[config.mk]
export PLATFORM = sky130hd
export DESIGN_NAME = la_capture
export DESIGN_NICKNAME = d
export VERILOG_FILES = /design/src/rtl/la_pkg.sv /design/src/rtl/la_capture_ram.sv /design/src/rtl/la_capture.sv
export SDC_FILE = /design/constraint.sdc
export NUM_CORES = 2
export LEC_CHECK = 0
export ABC_AREA = 0
export CORE_AREA = 8 8 615 617
export CTS_CLUSTER_SIZE = 14
export DETAILED_ROUTE_END_ITERATION = 8
export DIE_AREA = 0 0 623 625
export MAX_ROUTING_LAYER = met4
export PLACE_DENSITY = 0.65
export SLEW_MARGIN = 30
export SYNTH_ARGS = -nofsm -noshare
export SYNTH_HDL_FRONTEND = slang
export SYNTH_SLANG_ARGS = --single-unit
[constraint.sdc]
create_clock -name clk -period 11.45 [get_ports clk]
set_clock_uncertainty 0.15 [all_clocks]
set_input_delay 2.8625 -clock clk [delete_from_list [all_inputs] [get_ports clk]]
set_output_delay 2.8625 -clock clk [all_outputs]
set_load 0.03 [all_outputs]
[src/rtl/la_pkg.sv]
// Shared definitions for the la_capture logic-analyzer engine: FSM state
// codes, dump sub-phase codes, configuration length and prescaler width.
package la_pkg;

    // Number of configuration bytes received before a capture starts.
    localparam int CFG_BYTES  = 4;

    // Width of the free-running sample prescaler.
    localparam int PRESCALE_W = 16;

    // Capture FSM states.
    localparam logic [2:0] CFG_SEL  = 3'd0;
    localparam logic [2:0] CFG_MASK = 3'd1;
    localparam logic [2:0] CFG_CMP  = 3'd2;
    localparam logic [2:0] CFG_PRE  = 3'd3;
    localparam logic [2:0] FILL     = 3'd4;
    localparam logic [2:0] ARMED    = 3'd5;
    localparam logic [2:0] POST     = 3'd6;
    localparam logic [2:0] DUMP     = 3'd7;

    // Per-byte phases while streaming the buffer out.
    localparam logic [1:0] D_READ   = 2'd0;  // RAM read in flight
    localparam logic [1:0] D_SEND   = 2'd1;  // wait for transmitter idle
    localparam logic [1:0] D_HOLD   = 2'd2;  // strobe cycle, busy ignored

endpackage

[src/rtl/la_capture_ram.sv]
// Sample buffer for la_capture: simple dual-port RAM, synchronous write,
// registered read (1-cycle latency). Written so tools infer block RAM.
module la_sample_ram
    import la_pkg::*;
#(
    parameter int depth_log2 = 9,
    parameter int width      = 8
) (
    input  logic                  clk,
    input  logic                  we,
    input  logic [depth_log2-1:0] waddr,
    input  logic [width-1:0]      wdata,
    input  logic [depth_log2-1:0] raddr,
    output logic [width-1:0]      rdata
);

    logic [width-1:0] mem [0:(1 << depth_log2) - 1];

    // Write port and registered read port share the clock.
    always_ff @(posedge clk) begin
        if (we) begin
            mem[waddr] <= wdata;
        end
        rdata <= mem[raddr];
    end

endmodule

[src/rtl/la_capture.sv]
// la_capture: logic-analyzer capture engine. Takes a 4-byte config from the
// UART receiver (sel, mask, cmp, pre), records synchronized probe samples
// into a circular buffer around a trigger, then streams the buffer back
// oldest-first through the UART transmitter.
// Optional macro LA_TRIGGER_EDGE_EN: trigger on a rising match edge instead
// of a level match.
//
// Handshakes: rx_avail is the receiver's valid; a byte is taken on any cycle
// with rx_avail && !rx_ack and rx_ack pulses for exactly one cycle after it
// (so never on back-to-back cycles). tx_wr is a one-cycle strobe issued only
// when tx_busy was low the cycle before; tx_busy is not looked at during the
// strobe cycle itself.
module la_capture
    import la_pkg::*;
#(
    parameter int depth_log2 = 9,
    parameter int width      = 8
) (
    input  logic             clk,
    input  logic             reset,
    input  logic [width-1:0] probe,
    input  logic [7:0]       rx_data,
    input  logic             rx_avail,
    output logic             rx_ack,
    output logic [7:0]       tx_data,
    output logic             tx_wr,
    input  logic             tx_busy,
    output logic             armed,
    output logic             triggered,
    output logic             dumping
);

    localparam logic [depth_log2-1:0] PTR_LAST = {depth_log2{1'b1}};

    logic [2:0]            state;
    logic [1:0]            dphase;
    logic [3:0]            sel_q;
    logic [7:0]            mask_q, cmp_q, pre_q;
    logic [width-1:0]      sync1, sample;
    logic [PRESCALE_W-1:0] presc, presc_mask;
    logic                  strobe, rx_take, ram_we, match, trig_hit, arm_enter;
    logic [depth_log2-1:0] wr_ptr, rd_ptr, dump_cnt, post_cnt, post_load;
    logic [7:0]            fill_cnt;
    logic [width-1:0]      ram_rdata;

    assign rx_take    = rx_avail && !rx_ack;
    assign presc_mask = ~({PRESCALE_W{1'b1}} << sel_q);
    assign strobe     = (presc & presc_mask) == presc_mask;
    assign match      = ((sample ^ cmp_q) & mask_q) == '0;
    assign post_load  = PTR_LAST - depth_log2'(pre_q);
    assign arm_enter  = (state == CFG_PRE && rx_take && rx_data == 8'd0) ||
                        (state == FILL && strobe && (fill_cnt + 8'd1) == pre_q);
    assign ram_we     = strobe && ((state == FILL) || (state == ARMED) ||
                                   (state == POST && post_cnt != '0));

    assign armed   = (state == FILL) || (state == ARMED);
    assign dumping = (state == DUMP);

`ifdef LA_TRIGGER_EDGE_EN
    logic prev_match;

    // Track the previous armed strobe's match; arming presets it so a match
    // already present at arm time must drop and return before it fires.
    always_ff @(posedge clk) begin
        if (reset) begin
            prev_match <= 1'b0;
        end else if (arm_enter) begin
            prev_match <= 1'b1;
        end else if (state == ARMED && strobe) begin
            prev_match <= match;
        end
    end

    assign trig_hit = match && !prev_match;
`else
    assign trig_hit = match;
`endif

    // Two-flop synchronizer for the asynchronous probe inputs.
    always_ff @(posedge clk) begin
        if (reset) begin
            sync1  <= '0;
            sample <= '0;
        end else begin
            sync1  <= probe;
            sample <= sync1;
        end
    end

    // Receiver acknowledge: one pulse per byte, in every state.
    always_ff @(posedge clk) begin
        if (reset) begin
            rx_ack <= 1'b0;
        end else begin
            rx_ack <= rx_take;
        end
    end

    // Free-running prescaler, realigned when the last config byte lands.
    always_ff @(posedge clk) begin
        if (reset || (state == CFG_PRE && rx_take)) begin
            presc <= '0;
        end else begin
            presc <= presc + 1'b1;
        end
    end

    // Main sequencer: config, fill, armed, post-trigger and dump.
    always_ff @(posedge clk) begin
        if (reset) begin
            state     <= CFG_SEL;
            dphase    <= D_READ;
            sel_q     <= '0;
            mask_q    <= '0;
            cmp_q     <= '0;
            pre_q     <= '0;
            wr_ptr    <= '0;
            rd_ptr    <= '0;
            dump_cnt  <= '0;
            post_cnt  <= '0;
            fill_cnt  <= '0;
            triggered <= 1'b0;
            tx_wr     <= 1'b0;
            tx_data   <= '0;
        end else begin
            tx_wr <= 1'b0;
            if (ram_we) begin
                wr_ptr <= wr_ptr + 1'b1;
            end
            case (state)
                CFG_SEL: if (rx_take) begin
                    sel_q <= rx_data[3:0];
                    state <= CFG_MASK;
                end
                CFG_MASK: if (rx_take) begin
                    mask_q <= rx_data;
                    state  <= CFG_CMP;
                end
                CFG_CMP: if (rx_take) begin
                    cmp_q <= rx_data;
                    state <= CFG_PRE;
                end
                CFG_PRE: if (rx_take) begin
                    pre_q    <= rx_data;
                    fill_cnt <= '0;
                    state    <= arm_enter ? ARMED : FILL;
                end
                FILL: if (strobe) begin
                    fill_cnt <= fill_cnt + 8'd1;
                    if (arm_enter) begin
                        state <= ARMED;
                    end
                end
                ARMED: if (strobe && trig_hit) begin
                    triggered <= 1'b1;
                    post_cnt  <= post_load;
                    if (post_load == '0) begin
                        state    <= DUMP;
                        dphase   <= D_READ;
                        dump_cnt <= '0;
                        rd_ptr   <= wr_ptr + 1'b1;
                    end else begin
                        state <= POST;
                    end
                end
                POST: begin
                    if (post_cnt == '0) begin
                        state    <= DUMP;
                        dphase   <= D_READ;
                        dump_cnt <= '0;
                        rd_ptr   <= wr_ptr;
                    end else if (strobe) begin
                        post_cnt <= post_cnt - 1'b1;
                    end
                end
                default: begin
                    case (dphase)
                        D_READ: dphase <= D_SEND;
                        D_SEND: if (!tx_busy) begin
                            tx_data <= ram_rdata;
                            tx_wr   <= 1'b1;
                            dphase  <= D_HOLD;
                        end
                        default: begin
                            rd_ptr   <= rd_ptr + 1'b1;
                            dump_cnt <= dump_cnt + 1'b1;
                            dphase   <= D_READ;
                            if (dump_cnt == PTR_LAST) begin
                                triggered <= 1'b0;
                                state     <= CFG_SEL;
                            end
                        end
                    endcase
                end
            endcase
        end
    end

    la_sample_ram #(
        .depth_log2(depth_log2),
        .width     (width)
    ) u_ram (
        .clk  (clk),
        .we   (ram_we),
        .waddr(wr_ptr),
        .wdata(sample),
        .raddr(rd_ptr),
        .rdata(ram_rdata)
    );

endmodule

==> reports/qor.txt <==
Max-slew headroom -> 25.4%
Max Root-Sink Buffers -> 4
Detailed Route WL -> 448,000 µm
Final setup viols -> 0
Sequential area share after synthesis -> 76.1%
Vias in the first global route -> 83,200
Ranking of synthesized cells by area -> edfxtp_1, mux4_2, mux2i_1, nor2_1, dfxtp_1
Ys flop type -> edfxtp_1
Clock root cell -> clkbuf_16
IO Pins -> 33
Via/cell ratio -> 6.28
Fmax -> 0.163 GHz
Syn Nets -> 8,155
Critical path class -> flip-flop to output pin
EDFF count, synth -> 4,096
Post-CTS Hold Buffers -> 0
# rows -> 223
Clock slew at reported path FFs -> 0.06 ns
Initial antenna violation count -> 28
Critical Path RT -> 8.44 ns
Most frequent cells in the layout -> edfxtp_1, mux4_2, nor2_1
MaxCap Viol Count -> 0
Largest net degree at the start of global routing -> 236
Iter 0 DRT Violations -> 12,200
Final hold vios -> 0
Reg2Reg Launch Point -> rd_ptr[1]$_SDFFE_PP0P_
Tcrit/Tclk final -> 53.7%
Leak pwr -> 55.4 nW
Pwr Total -> 0.0305 W
DP Cell Count -> 12,700
DP HPWL -> 264,000 µm
Worst Reg2Reg Path Length in Cells -> 8
DR vias -> 84,500
H-tree lvl count -> 5
Worst path cell trace -> inv_1 > nor2_1 > clkdlybuf4s50_1
Worst endpoint data arrival time -> 3.14 ns
Gate Count Post-Synth -> 8,125
Status -> finished, final reports clean
Reg2Reg Capture Point -> u_ram.rdata[2]$_DFF_P_
DR WL/cell -> 33.3 µm
Final Max Tran Viols -> 0
Die W -> 623 µm
Routability cong. -> 0.855
TritonCTS Buffers -> 405
Commonest non-fill, non-tap cell in the layout -> edfxtp_1
Gr ovfl total -> 0
Total track usage -> 23.1%
CTS tree -> done
DIE AREA -> 389,000 µm²
Worst-Margin Slew -> 1.11 ns
IO Port Bufs -> 32
Fin crit period -> 6.15 ns
Post-layout utilization of the core -> 50.0%
Max VDD drop -> 140 µV
Hold EP -> sample[0]$_SDFF_PP0_
Crit path largest cell delay -> 0.78 ns
Synth Register Bits -> 4,223
Startpoint Class -> flip-flop
CTS Sinks -> 4,223
Drt drc -> 0
Postcts setup bufs -> 0
Cell taking the most area after synthesis -> edfxtp_1
Hold_sp -> sync1[0]$_SDFF_PP0_
Post-cts resize count -> 0
Final Non-Filler Cells -> 13,500
Synth unique cells -> 80
RSZ-0062 raised after global routing -> false
Drt pass-1 iters -> 8
Initial Util -> 44.9%
Core Area -> 368,000 µm²
Yosys top cell area share -> 74.6%
Hold/Removal Path Class -> flip-flop to flip-flop
First-pass GRT wire length -> 635,000 µm
Pwr Density -> 166 nW/µm²
Hold path depth -> 1
NumNets Final -> 8,285
Setup slack, reg-to-reg -> 5.69 ns
Ratio of cells with drive above 1 in the final layout -> 21.1%
Worst path slowest cell -> clkdlybuf4s50_1
Die Span Y -> 625 µm
Netlist Area Pre-Place -> 165,000 µm²
Antenna viol nets, final -> 0
YS warnings -> 0
Total negative slack -> 0 ns
CP Capture Type -> output pin
Skew-Pair Late Insertion Delay -> 1.00 ns
Max FO, Critical Path -> 12
Async SR Flop Fraction -> 0%
Avg Inst Size Synth -> 20.3 µm²
Synth-to-layout area growth -> 11.5%
## stage by stage
stage               worst slack [ns]  instance area [µm²]  hold slack (ns)
detailed placement              5.80               170000            0.274
floorplan                       3.20               165000            0.264
global placement                5.30               170000            0.281
CTS                             5.26               184000            0.288
finish                          5.30               184000            0.281
global route                    5.13               184000            0.307
## power breakdown
group / internal [W] / switching, W
combinational: 0.0000425 / 0.000212
clock: 0.00747 / 0.00586
sequential: 0.0169 / 0.0000256
## logic make-up after synthesis
logic type / Yosys count / synth area share (%)
AOI/OAI and AO/OA: 756 / 3.06
xor gates and xnor gates: 44 / 0.234
adders and majority gates: 12 / 0.0880
buffers and inverters: 530 / 1.85
DFF: 4223 / 76.1
muxes: 1409 / 15.7
and+or+nand+nor: 1151 / 2.94
## worst max-delay path by stage
stage | slack, ns | to | startpoint | depth (start not counted)
after floorplan | 3.20 | post_cnt[2]$_SDFFE_PP0P_ | sample[3]$_SDFF_PP0_ | 7
after global placement | 5.30 | u_ram.rdata[1]$_DFF_P_ | rd_ptr[0]$_SDFFE_PP0P_ | 9
final | 5.30 | dumping | state[0]$_SDFFE_PP0P_ | 3
after detailed placement | 5.80 | u_ram.rdata[7]$_DFF_P_ | rd_ptr[0]$_SDFFE_PP0P_ | 8
after global routing | 5.13 | dumping | state[0]$_SDFFE_PP0P_ | 3
after CTS | 5.26 | dumping | state[0]$_SDFFE_PP0P_ | 3
## layout make-up
type / instances / area (µm²)
fillers: 28900 / 184000
flip-flops and latches: 4223 / 126000
multi-input cells: 3372 / 36700
clock buffers: 494 / 10500
well taps: 4837 / 6050
clock inverters: 258 / 2630
repair buffers: 228 / 2230
inverters: 25 / 111
diodes: 19 / 47.5
## critical path: cells and delay by family (launching register included)
kind	cells	cell delay, ns
flops	1	0.64
simple gates	1	0.42
buf+inv	2	1.10
## state kept, by name, indices dropped and copies added (netlist names), 9 cells and up
name	cells
u_ram.mem	4096
presc	15
dump_cnt	9
post_cnt	9
rd_ptr	9
wr_ptr	9
## per-layer routing
metal / routed length (µm) / vias to the layer above / part of all wire [%] / global-route usage, %
met1: 173000 / 45000 / 39 / 31.2
met3: 46100 / 813 / 10 / 4.44
met2: 211000 / 4966 / 47 / 35.3
met4: 18100 / 0 / 4.0 / 8.44
li1: - / 33800 / - / -
met5: 0 / - / 0 / -
## Yosys cell counts (56+ instances only)
| master | count |
|---|---|
| a221oi_1 | 67 |
| mux2i_1 | 449 |
| buf_2 | 156 |
| edfxtp_1 | 4096 |
| buf_6 | 56 |
| mux4_2 | 945 |
| dfxtp_1 | 127 |
| nand2_1 | 240 |
| clkbuf_1 | 197 |
| buf_4 | 56 |
| nor2_1 | 690 |
| a21oi_1 | 179 |
| o221ai_1 | 57 |
| o22ai_1 | 69 |
| o21ai_0 | 133 |
Note: power is estimated with default switching activity, not from simulation.
